**src/rtl/booth_pp_generator.sv**
```systemverilog
// Radix-4 Booth partial-product generator feeding partial_product_adder.
// Optional BOOTH_SKIP_ZERO_EN: skip zero Booth digits without spending cycles.
module booth_pp_generator #(
  parameter int DATA_WIDTH = 16,
  parameter int PP_COUNT   = DATA_WIDTH / 2
) (
  input  logic                          clk,
  input  logic                          reset,
  input  logic                          start,
  input  logic [DATA_WIDTH-1:0]         multiplicand,
  input  logic [DATA_WIDTH-1:0]         multiplier,
  input  logic                          pp_hold,
  output logic                          busy,
  output logic [2*DATA_WIDTH-1:0]       partial_product,
  output logic                          partial_product_valid,
  output logic [$clog2(PP_COUNT)-1:0]   pp_index,
  output logic                          pp_last,
  output logic                          done
);

  localparam int DW = DATA_WIDTH;
  localparam int PW = 2 * DATA_WIDTH;
  localparam int CW = $clog2(PP_COUNT);

  typedef enum logic [1:0] {IDLE, GEN, DONE} state_t;

  state_t          state_q, state_d;
  logic [DW-1:0]   a_q, a_d, b_q, b_d;
  logic [PW-1:0]   pp_q, pp_d;
  logic            valid_q, valid_d;
  logic [CW-1:0]   idx_q, idx_d;
  logic            last_q, last_d;
  logic            done_q, done_d;
  logic            busy_q, busy_d;
  logic [CW-1:0]   cur;
  logic            is_last;

  // Digit i looks at {b[2i+1], b[2i], b[2i-1]}; b_ext carries the implicit b[-1]=0.
  function automatic logic [2:0] booth_trip(input logic [DW:0] b_ext, input logic [CW-1:0] i);
    logic [CW:0] sh;
    sh = {i, 1'b0};
    return 3'(b_ext >> sh);
  endfunction

  function automatic logic [PW-1:0] booth_pp(input logic [DW-1:0] a, input logic [DW:0] b_ext,
                                             input logic [CW-1:0] i);
    logic [PW-1:0] a_ext;
    logic [PW-1:0] mag;
    logic [CW:0]   sh;
    sh    = {i, 1'b0};
    a_ext = {{DW{a[DW-1]}}, a};
    case (booth_trip(b_ext, i))
      3'b001, 3'b010: mag = a_ext;
      3'b011:         mag = a_ext << 1;
      3'b100:         mag = -(a_ext << 1);
      3'b101, 3'b110: mag = -a_ext;
      default:        mag = '0;
    endcase
    return mag << sh;
  endfunction

`ifdef BOOTH_SKIP_ZERO_EN
  logic [PP_COUNT-1:0] mask_q, mask_d, start_mask, cur_onehot;
  logic                found;

  always_comb begin
    start_mask = '0;
    for (int unsigned i = 0; i < PP_COUNT; i++) begin
      start_mask[i] = (booth_trip({multiplier, 1'b0}, CW'(i)) != 3'b000) &&
                      (booth_trip({multiplier, 1'b0}, CW'(i)) != 3'b111);
    end
    cur   = '0;
    found = 1'b0;
    for (int unsigned i = 0; i < PP_COUNT; i++) begin
      if (mask_q[i] && !found) begin
        cur   = CW'(i);
        found = 1'b1;
      end
    end
    cur_onehot = PP_COUNT'(1) << cur;
    is_last    = (mask_q & ~cur_onehot) == '0;
  end
`else
  logic [CW-1:0] cnt_q, cnt_d;

  always_comb begin
    cur     = cnt_q;
    is_last = (cnt_q == CW'(PP_COUNT - 1));
  end
`endif

  always_comb begin
    state_d = state_q;
    a_d     = a_q;
    b_d     = b_q;
    pp_d    = '0;
    valid_d = 1'b0;
    idx_d   = idx_q;
    last_d  = 1'b0;
    done_d  = 1'b0;
`ifdef BOOTH_SKIP_ZERO_EN
    mask_d  = mask_q;
`else
    cnt_d   = cnt_q;
`endif
    case (state_q)
      IDLE: begin
        if (start) begin
          a_d     = multiplicand;
          b_d     = multiplier;
          state_d = GEN;
`ifdef BOOTH_SKIP_ZERO_EN
          mask_d  = start_mask;
          if (start_mask == '0) state_d = DONE;
`else
          cnt_d   = '0;
`endif
        end
      end
      GEN: begin
        if (pp_hold) begin
          pp_d = pp_q;
        end else begin
          pp_d    = booth_pp(a_q, {b_q, 1'b0}, cur);
          valid_d = 1'b1;
          idx_d   = cur;
`ifdef BOOTH_SKIP_ZERO_EN
          mask_d  = mask_q & ~cur_onehot;
`else
          cnt_d   = cnt_q + 1'b1;
`endif
          if (is_last) begin
            last_d  = 1'b1;
            state_d = DONE;
          end
        end
      end
      DONE: begin
        done_d  = 1'b1;
        state_d = IDLE;
      end
      default: state_d = IDLE;
    endcase
    busy_d = (state_d != IDLE);
  end

  always_ff @(posedge clk or posedge reset) begin
    if (reset) begin
      state_q <= IDLE;
      a_q     <= '0;
      b_q     <= '0;
      pp_q    <= '0;
      valid_q <= 1'b0;
      idx_q   <= '0;
      last_q  <= 1'b0;
      done_q  <= 1'b0;
      busy_q  <= 1'b0;
`ifdef BOOTH_SKIP_ZERO_EN
      mask_q  <= '0;
`else
      cnt_q   <= '0;
`endif
    end else begin
      state_q <= state_d;
      a_q     <= a_d;
      b_q     <= b_d;
      pp_q    <= pp_d;
      valid_q <= valid_d;
      idx_q   <= idx_d;
      last_q  <= last_d;
      done_q  <= done_d;
      busy_q  <= busy_d;
`ifdef BOOTH_SKIP_ZERO_EN
      mask_q  <= mask_d;
`else
      cnt_q   <= cnt_d;
`endif
    end
  end

  assign busy                  = busy_q;
  assign partial_product       = pp_q;
  assign partial_product_valid = valid_q;
  assign pp_index              = idx_q;
  assign pp_last               = last_q;
  assign done                  = done_q;

endmodule

```
**config.mk**
```make
export PLATFORM = sky130hd
export DESIGN_NAME = booth_pp_generator
export DESIGN_NICKNAME = d
export VERILOG_FILES = /design/src/rtl/booth_pp_generator.sv
export SDC_FILE = /design/constraint.sdc
export NUM_CORES = 1
export LEC_CHECK = 0
export CORE_UTILIZATION = 25
export DETAILED_ROUTE_END_ITERATION = 10
export GPL_ROUTABILITY_DRIVEN = 0
export PLACE_DENSITY_LB_ADDON = 0.25
export SLEW_MARGIN = 20
export SYNTH_ARGS = -nofsm -noshare
export SYNTH_HDL_FRONTEND = slang
export SYNTH_SLANG_ARGS = --single-unit
```
**constraint.sdc**
```tcl
create_clock -name clk -period 4.2 [get_ports clk]
set_input_delay 0.42 -clock clk [delete_from_list [all_inputs] [get_ports clk]]
set_output_delay 0.42 -clock clk [all_outputs]
set_load 0.01 [all_outputs]
```
* Yosys cells after proc, flatten, opt, wreduce, memory -nomap -nowiden
Cells that the tools add are included. Widths: inputs -> output; s select.
Storage, ports and cells: word-level logic and storage cells 53, input bits 36, register bits after elaboration 76, output and inout port bits 39
Operators by class: bitwise logic cells 1, $add $sub $neg 3, shift-type cells 2, equality and inequality tests 11, reduce and logical (&&, ||, !) cells 8, multiplexer cells 18
Operators with widths (count):
- $mux 32 | 4
- $pmux 32 s4 | 1
- $neg 32->32 | 2
- $shl 32x4->32 | 1
- $shr 17x4->3 | 1
- $eq 3x3->1 const B | 4
- $eq 3x2->1 const B | 2
- $mux 1 | 6
- $mux 2 | 3
- $mux 3 | 2
- $pmux 3 s2 | 1
- $ne 2x2->1 const B | 2
- $pmux 2 s2 | 1
- $reduce_and 2->1 | 2
- $reduce_bool 2->1 | 2
- $reduce_or 2->1 | 2
- $add 3x1->3 const B | 1
- $eq 3x1->1 const B | 1
- $reduce_and 3->1 | 1
- $eq 2x1->1 const B | 1
- $eq 2x2->1 const B | 1
- $logic_not 2->1 | 1
- $not 1->1 | 1

* Longest topological paths before layout
word-level depth 9, mapped depth 12, mapped depth without buffers 10

* Least setup slack after synthesis
OpenSTA, ideal clock, no wires.
path type register to register, from register a_q[6], to register pp_q[17] (netlist: partial_product[17]), cell stages (with the launch flop) 13, required time 4.122 ns, setup time 0.078 ns, path slack 1.182 ns, arrival time 2.940 ns, cells stage by stage dfrtp_1 > clkbuf_1 > or4_1 > buf_2 > nor4_2 > nand2_1 > ha_1 > inv_1 > a221o_1 > o21ai_1 > mux4_2 > o2bb2a_2 > o21ai_1
On the way: cells in the longest elaborated chain, start to end 7, elaborated cells between the ends (all ways) 8
Ends and longest elaborated chain:
- start: declaration | RTL line 28 | logic [DW-1:0] a_q, a_d, b_q, b_d;
- start signal: assignment | RTL line 150 | a_q <= '0;
- start signal: assignment | RTL line 165 | a_q <= a_d;
- $neg 32->32 (on tied branches) | RTL line 56, 55
- $pmux 32 s4 * | RTL line 52 | case (booth_trip(b_ext, i))
- $mux 32 * | RTL line 121 | if (pp_hold) begin
- $mux 32 * | RTL line 106 | case (state_q)
- $shl 32x4->32 * | RTL line 59 | return mag << sh;
- $mux 32 * | RTL line 121
- $mux 32 * | RTL line 106
- end signal: assignment | RTL line 167 | pp_q <= pp_d;
- end: declaration | RTL line 29 | logic [PW-1:0] pp_q, pp_d;
Mark *: on every way between the ends. The rest lies on a longest branch, timed or not. The select of a mux whose other input is x is not followed. A chain may end at the register's enable or synchronous reset.

* Worst setup path after layout
from register cnt_q[1], to register pp_q[12] (netlist: partial_product[12])
On the way: cells in the longest elaborated chain, start to end 9, elaborated cells between the ends (all ways) 15
Ends and longest elaborated chain:
- start: declaration | RTL line 84 | logic [CW-1:0] cnt_q, cnt_d;
- start signal: assignment | RTL line 176 | cnt_q <= cnt_d;
- $shr 17x4->3 | RTL line 42 | return 3'(b_ext >> sh);
- $eq 3x3->1, or another cell as far along | RTL line 52
- $reduce_or 2->1 | RTL line 52
- $pmux 32 s4 | RTL line 52
- $mux 32 | RTL line 121
- $mux 32 | RTL line 106
- $shl 32x4->32 * | RTL line 59
- $mux 32 * | RTL line 121
- $mux 32 * | RTL line 106
Marked as above.

==> impl_metrics.csv <==
group,metric,value,unit
sta,setup_slack,0.476,ns
synthesis,async_reset_ff_frac,1.00,
clock_network,clk_latency,0.35,ns
routing,ant_nets,0,
synthesis,netlist_top_cells_area,"dfrtp_1, mux2_2, mux4_2, nand2_1, o21ai_0",
clock_network,cts_buffers,9,
clock_network,cts_root_buf,"clkbuf_16",
routing,vias,4081,
synthesis,ys_ff_latch,76,
placement,place_inst,753,
clock_network,cts_sinks,76,
floorplan,start_util,0.256,
clock_network,cts_hold_buf,0,
sta,tns,0,ns
synthesis,syn-instance-count,475,
synthesis,yosysMostFrequentCell,"dfrtp_1",
routing,wl_per_cell,17.9,µm
floorplan,die_area,0.0197,mm²
synthesis,synth.distinct_cells,71,
floorplan,pin_count,75,
clock_network,htreeDepth,3,
sta,setup_violations,0,
synthesis,synth_flop_cell,"dfrtp_1",
critical_path,crit_type,"register to register",
sta,max_freq,269,MHz
sta,rsz0062_at_grt,"no",
placement,portBuffers,74,
flow_run,drv_cap,0,
routing,drc_errors,0,
sta,worstMarginPinSlew,0.793,ns
routing,drt_pass1_iterations,8,
placement,hpwl,10.0,mm
clock_network,cts_setup_buffers,0,
critical_path,start_kind,"register",
sta,hold_viol_final,0,
clock_network,cts_tree,"built",
clock_network,path_clk_slew,0.06,ns
critical_path,cp-end-kind,"register",
critical_path,crit_required,4.43,ns
clock_network,clockBufferDepth,2,
global_routing,grt_max_degree,77,
floorplan,core,0.0188,mm²
floorplan,rows,50,
min_path,min_path_type,"register to register",
synthesis,synth-edff-count,0,
synthesis,synth.top_cells.by_count,"dfrtp_1, nand2_1, mux2_2, nor2_1, o21ai_0",
layout,finish.utilization,0.321,
synthesis,syn_avg_cell_area,10.1,µm²
layout,syn_to_final_growth,25.7,%
sta,min_period,3.72,ns
global_routing,grtUsageTotal,0.146,
layout,final_cells,769,
global_routing,first_global_vias,4042,
synthesis,yosysSeqAreaShare,0.397,
placement,pre_cts_ws,0.554,ns
sta,max-slew-margin-rel,0.471,
critical_path,ff2ff_path_depth,8,
global_routing,grt_pass1_wl,22.3,mm
routing,finalWirelength,13.8,mm
synthesis,synth_warnings,0,
min_path,holdPathStages,1,
synthesis,yosysTopAreaCell,"dfrtp_1",
floorplan,die_h,141,µm
outcome,outcome,"complete, no violations",
synthesis,synth_top_area_frac,0.397,
sta,fin_skew,0.00890,ns
global_routing,grt_overflow,0,
floorplan,chipWidth,141,µm
routing,drt_iter0_drc,321,
critical_path,cp_max_fo,23,
global_routing,antenna_found_initial,0,
layout,layout.nets,570,
critical_path,critPathArrivalTime,3.96,ns
sta,final_max_slew_viol_count,0,
clock_network,cts-resized-gates,0,
routing,via_per_inst,5.31,
layout,drive_above_1_share,0.176,
synthesis,syn_nets,515,
layout,n_fill_cell,1942,
sta,min_period_over_period,0.887,
synthesis,syn_area,0.00480,mm²
layout,diodes,0,
## worst paths after layout
check	slack, ns	start	end
setup reg to reg	0.48	cnt_q[1]$_DFFE_PP0P_	partial_product[12]$_DFFE_PP0P_
hold reg to reg	0.47	partial_product[4]$_DFFE_PP0P_	partial_product[4]$_DFFE_PP0P_
min in group asynchronous	0.58	reset	pp_last$_DFF_PP0_
setup / recovery	0.48	cnt_q[1]$_DFFE_PP0P_	partial_product[12]$_DFFE_PP0P_
max in group asynchronous	3.15	reset	a_q[12]$_DFFE_PP0P_
hold / removal	0.47	partial_product[4]$_DFFE_PP0P_	partial_product[4]$_DFFE_PP0P_
## critical path, stage by stage (launching register included)
cell       delay (ns)
dfrtp_1          0.72
mux2_2           0.41
mux4_2           0.70
nand3_1          0.36
o2bb2ai_1        0.10
a221oi_1         0.49
mux2i_1          0.18
mux2_2           0.33
a211o_1          0.29
## flip-flops by register name, summed over array words and instances, names as in the netlist, 2 cells and up
signal / count
a_q: 16
b_q: 16
cnt_q: 3
partial_product: 32
pp_index: 3
state_q: 2
## stage by stage
stage	instance area, µm²	hold slack (ns)
5_1_grt	6030	0.508
3_3_place_gp	5710	0.460
4_1_cts	6030	0.483
2_1_floorplan	4800	0.474
3_5_place_dp	5710	0.468
6_report	6030	0.474
## final cells by class
class	count	area (µm²)	share of cell area
clock buffers	12	256	0.0425
multi-input cells	348	2670	0.442
inverters	12	45.0	0.00747
flip-flops and latches	76	1900	0.315
repair buffers	83	812	0.135
clock inverters	4	55.1	0.00913
well taps	234	293	0.0486
## logic make-up after synthesis
| group | share of synthesized area |
|---|---|
| buffers and inverters | 0.0496 |
| AND/OR/NAND/NOR | 0.132 |
| AO/OA/AOI/OAI | 0.218 |
| XOR/XNOR | 0.0219 |
| flip-flops | 0.397 |
| adder cells (fa/ha/maj) | 0.0104 |
| multiplexers | 0.172 |
## metal layers
layer | share of wire | GRT usage | routed length [µm]
met5 | 0 | 0 | 0
met4 | 0.011 | 0.0418 | 146
met3 | 0.057 | 0.0328 | 780
met2 | 0.48 | 0.236 | 6550
met1 | 0.46 | 0.196 | 6280
## cell usage in the layout (no fill, tap or decap), drive strengths merged, types with 7 or more instances in the layout
cell type      count
dfrtp             76
clkdlybuf4s50     74
nand2             44
mux2              43
o21ai             32
nor2              30
a21oi             16
a22o              12
mux2i             12
inv               12
clkbuf            12
nor3              11
mux4               9
a21o               9
buf                9
a211oi             8
o211ai             8
nand3              8
a221o              8
o221ai             7
or4                7
Power is not shown: default switching activity piles up to over one toggle a cycle in this logic, so the estimate is an artifact.
==> RTL change 1 (same flow settings) <==
The parameter `DATA_WIDTH` goes from 16 to 32.
--- a/src/rtl/booth_pp_generator.sv
+++ b/src/rtl/booth_pp_generator.sv
@@ -2,5 +2,5 @@
 // Optional BOOTH_SKIP_ZERO_EN: skip zero Booth digits without spending cycles.
 module booth_pp_generator #(
-  parameter int DATA_WIDTH = 16,
+  parameter int DATA_WIDTH = 32,
   parameter int PP_COUNT   = DATA_WIDTH / 2
 ) (
Ports: changed (resized multiplicand, multiplier, partial_product and pp_index); port bits go from 75 to 140. No check against the original RTL was run, so the function may have changed too.
==> RTL change 1 against the unedited design <==
- area after synthesis rose by 110%
- wire length increased to 2.9 times the old value
- sequential cell count grew 66
- first-iteration DRC count increased to 3.1 times the old value
- sequential share of layout area is 4.4 points lower
- setup slack lost 0.28 ns
- final area up 120%
- critical endpoint is now partial_product[29]
- highest routed layer unchanged
Power is left out: the tool's default activity adds up to more than one toggle a clock period on the data nets, which glitch-free logic cannot reach.
==> RTL change 1: results (changes against the unedited design) <==
status completed; Max stage delay cell, worst path a222oi_1; syn nets 1,308 (+150%); Initial DRC Count 1,001 (+210%); Reg clk slew, reported paths 0.07 ns; worst hold slack 0.464 ns (-0.0101 ns); Worst-Skew Late Latency 0.44 ns (+0.09 ns); ys async rst share 100% (unchanged); ant diodes 0 (unchanged); CP top delay family compound AO/OA/AOI/OAI gates; Distinct cells, synth 94 (+32%); DPL Wire Length 30,700 um (+210%); Crit path largest cell delay 0.51 ns (-0.21 ns); type of the tightest min-delay check reg -> reg; CTS Buffer Depth 2 (unchanged); first-pass GRT wire length 62,000 um (+180%); CTS Root Cell clkbuf_16; TritonCTS Buffers 17 (+8); Slew headroom 39.3% (-7.8 points); highest routed layer met4; top cells by area, synth dfrtp_1, nand2_1, mux2i_1, o21ai_0, nor2_1; final wirelength 40,300 um (+190%); Yosys Warn Count 0 (unchanged); DR pass1 iterations 5 (-3); number of global-route vias before repair 10,100 (+150%); Total GRT Usage 19.4% (+4.8 points); H-Tree Depth 4 (+1); commonest register cell after synthesis dfrtp_1; DR WL met2 17,700 um (+170%); initial antenna violation count 0 (unchanged); crit-path max FO 57 (+150%); largest net degree at the start of global routing 58 (-25%); share of layout cells above drive strength 1 13.4% (-4.2 points); crit path DAT 4.38 ns (+0.42 ns); Routed met1 length 18,600 um (+200%); nets 1,455 (+160%); met3 wire length 2950 um (+280%); slack of the critical path 0.199 ns (-0.277 ns); number of port buffers 139 (+88%); Setup Fix Bufs, Post-CTS 0 (unchanged); Place WS 0.176 ns (-0.378 ns); vias per cell 5.49 (+3.4%); post-synthesis sequential area ratio 34.9% (-4.7 points); Yosys top cell area share 34.9% (-4.7 points); top cells by count, synth nand2_1, dfrtp_1, nor2_1, o21ai_0, clkbuf_1; max FFs per register 64 (+100%); post-CTS sizing 0 (unchanged); clk_skew 0.0111 ns (+0.00219 ns)
==> RTL change 1: per-stage QoR <==
step / instance area (um^2) / instances
3_5_place_dp: 12500 / 1890
6_report: 13100 / 1922
3_3_place_gp: 12500 / 1890
4_1_cts: 13100 / 1922
5_1_grt: 13100 / 1922
2_1_floorplan: 10200 / 1237
==> RTL change 1: cell families (layout without fill, tap and decap cells) <==
logic type	Yosys count	count (layout)	share of synthesized area, %
simple gates	521	521	23.3
compound gates	354	354	24.8
flops	142	142	34.9
buf+inv	118	278	5.18
mux	77	77	9.45
xor+xnor	22	22	1.89
fa+ha+maj	3	3	0.369
==> RTL change 1: cell type report <==
type	instances	area [um^2]
Inverter	19	75.1
Clock buffer	20	437
Tap cell	525	657
Sequential cell	142	3550
Timing Repair Buffer	227	2090
Multi-Input combinational cell	977	6130
Fill cell	4267	26800
Clock inverter	12	136
==> RTL change 1: path summary, 6_finish.rpt <==
check / startpoint / end / cells past startpoint
max: cnt_q[1] / partial_product[29] / 13
min: state_q[0] / done / 1
max reg2reg: cnt_q[1] / partial_product[29] / 13
min reg2reg: state_q[0] / done / 1
max in group asynchronous: reset / partial_product[44] / 3
min in group asynchronous: reset / partial_product[57] / 2
==> RTL change 1: routing by layer <==
| layer | track usage [%] | up-vias |
|---|---|---|
| li1 | - | 4856 |
| met1 | 28.0 | 5149 |
| met2 | 29.1 | 476 |
| met3 | 3.31 | 62 |
| met4 | 6.58 | 0 |
| met5 | 0 | - |
==> RTL change 2 (same flow settings) <==
Without the edit above. `b_q` no longer has a reset.
--- a/src/rtl/booth_pp_generator.sv
+++ b/src/rtl/booth_pp_generator.sv
@@ -149,5 +149,4 @@
       state_q <= IDLE;
       a_q     <= '0;
-      b_q     <= '0;
       pp_q    <= '0;
       valid_q <= 1'b0;
@@ -164,5 +163,4 @@
       state_q <= state_d;
       a_q     <= a_d;
-      b_q     <= b_d;
       pp_q    <= pp_d;
       valid_q <= valid_d;
@@ -179,4 +177,8 @@
   end
 
+  always_ff @(posedge clk) begin
+    b_q <= b_d;
+  end
+
   assign busy                  = busy_q;
   assign partial_product       = pp_q;
Formal check against the unedited RTL: same outputs for any inputs over 4 cycles, from zero or initial values and one cycle with reset high; that may be too few to reach the edited logic, so the function may still have changed.
==> RTL change 2 against the unedited design <==
- final cell count rose by 4.7%
- wire length increased by 3.8%
- setup slack better by 0.13 ns
- highest routed layer unchanged
- final area grew 0.83%
- first-iteration DRC count up 16%
- sequential cell count is the same
- largest cell class unchanged
- area after synthesis is 0.68% higher
- critical path type unchanged
==> RTL change 2: results (changes against the unedited design) <==
TritonCTS Buffers 9 (unchanged); Compound-Gate Fraction of Synth Area 21.8% (about the same); Max stage delay cell, worst path a2111oi_1; Post-Synth XOR/XNOR Area 1.61% (-0.58 points); post-synthesis sequential area ratio 41.0% (+1.4 points); post-synthesis mux area share 14.9% (-2.3 points); GRT overflow 0 (unchanged); Reg clk slew, reported paths 0.06 ns (about the same); Final Slew Violations 0 (unchanged); largest net degree at the start of global routing 40 (-48%); Post-synth EDFFs 16 (+16); CTS Buffer Depth 2 (unchanged); nets 580 (+1.8%); CP top delay family compound AO/OA/AOI/OAI gates; met3 wire length 606 um (-22%); DR WL met2 6900 um (+5.5%); Yosys Warn Count 0 (unchanged); top cells by count, synth dfrtp_1, nand2_1, o21ai_0, nor2_1, clkbuf_1; type of the tightest min-delay check in -> async; Post-Syn Instances 488 (+2.7%); top cells by area, synth dfrtp_1, edfxtp_1, mux2_2, mux2i_1, nand2_1; leakage power total 2.31 nW; share of layout cells above drive strength 1 13.9% (-3.6 points); Worst-Skew Late Latency 0.35 ns (about the same); Place WS 0.625 ns (+0.0705 ns); first-pass GRT wire length 23,600 um (+5.6%); DPL Wire Length 10,500 um (+4.9%); Adder-Cell Fraction of Synth Area 1.04% (-0.0070 points); Crit path largest cell delay 0.68 ns (-0.04 ns); met1 Use GR 19.4% (-0.12 points); DR pass1 iterations 5 (-3); H-Tree Depth 3 (unchanged); clk_skew 0.00896 ns (+0.0000640 ns); crit-path max FO 39 (+70%); status completed; Total GRT Usage 15.2% (+0.62 points); ant diodes 0 (unchanged); GR Util met2 25.6% (+2.0 points); final wirelength 14,300 um (+3.8%); crit path DAT 3.82 ns (-0.14 ns); highest routed layer met4; max FFs per register 32 (unchanged); Routed met1 length 6470 um (+3.0%); Placed Instance Area 0.00578 mm^2 (+1.2%); vias per cell 5.16 (-2.8%); number of global-route vias before repair 4,266 (+5.5%); ys async rst share 78.9% (-21 points); met3 GRT Util 2.92% (-0.36 points); Initial DRC Count 373 (+16%); Final Instance Count excl. Fillers 805 (+4.7%); Slew headroom 50.0% (+2.9 points); dpl cells 789 (+4.8%); syn nets 528 (+2.5%)
[RTL change 2: layout make-up]
type	count	area (um^2)
repair buffers	83	808
flip-flops and latches	76	1980
inverters	8	30.0
multi-input cells	362	2640
clock buffers	12	268
clock inverters	4	28.8
fillers	1928	12800
well taps	260	325
[RTL change 2: final timing paths]
kind | from | endpoint | slack (ns)
setup / recovery | cnt_q[0] | partial_product[21] | 0.61
hold / removal | reset | a_q[11] | 0.47
setup reg to reg | cnt_q[0] | partial_product[21] | 0.61
hold reg to reg | pp_index[2] | pp_index[2] | 0.48
max in group asynchronous | reset | a_q[15] | 2.85
min in group clk | pp_index[2] | pp_index[2] | 0.48
[RTL change 2: power breakdown]
part | switching (mW) | internal (mW) | total (mW)
logic | 2.29 | 1.65 | 3.94
registers | 0.311 | 1.03 | 1.34
clock network | 0.312 | 0.453 | 0.766
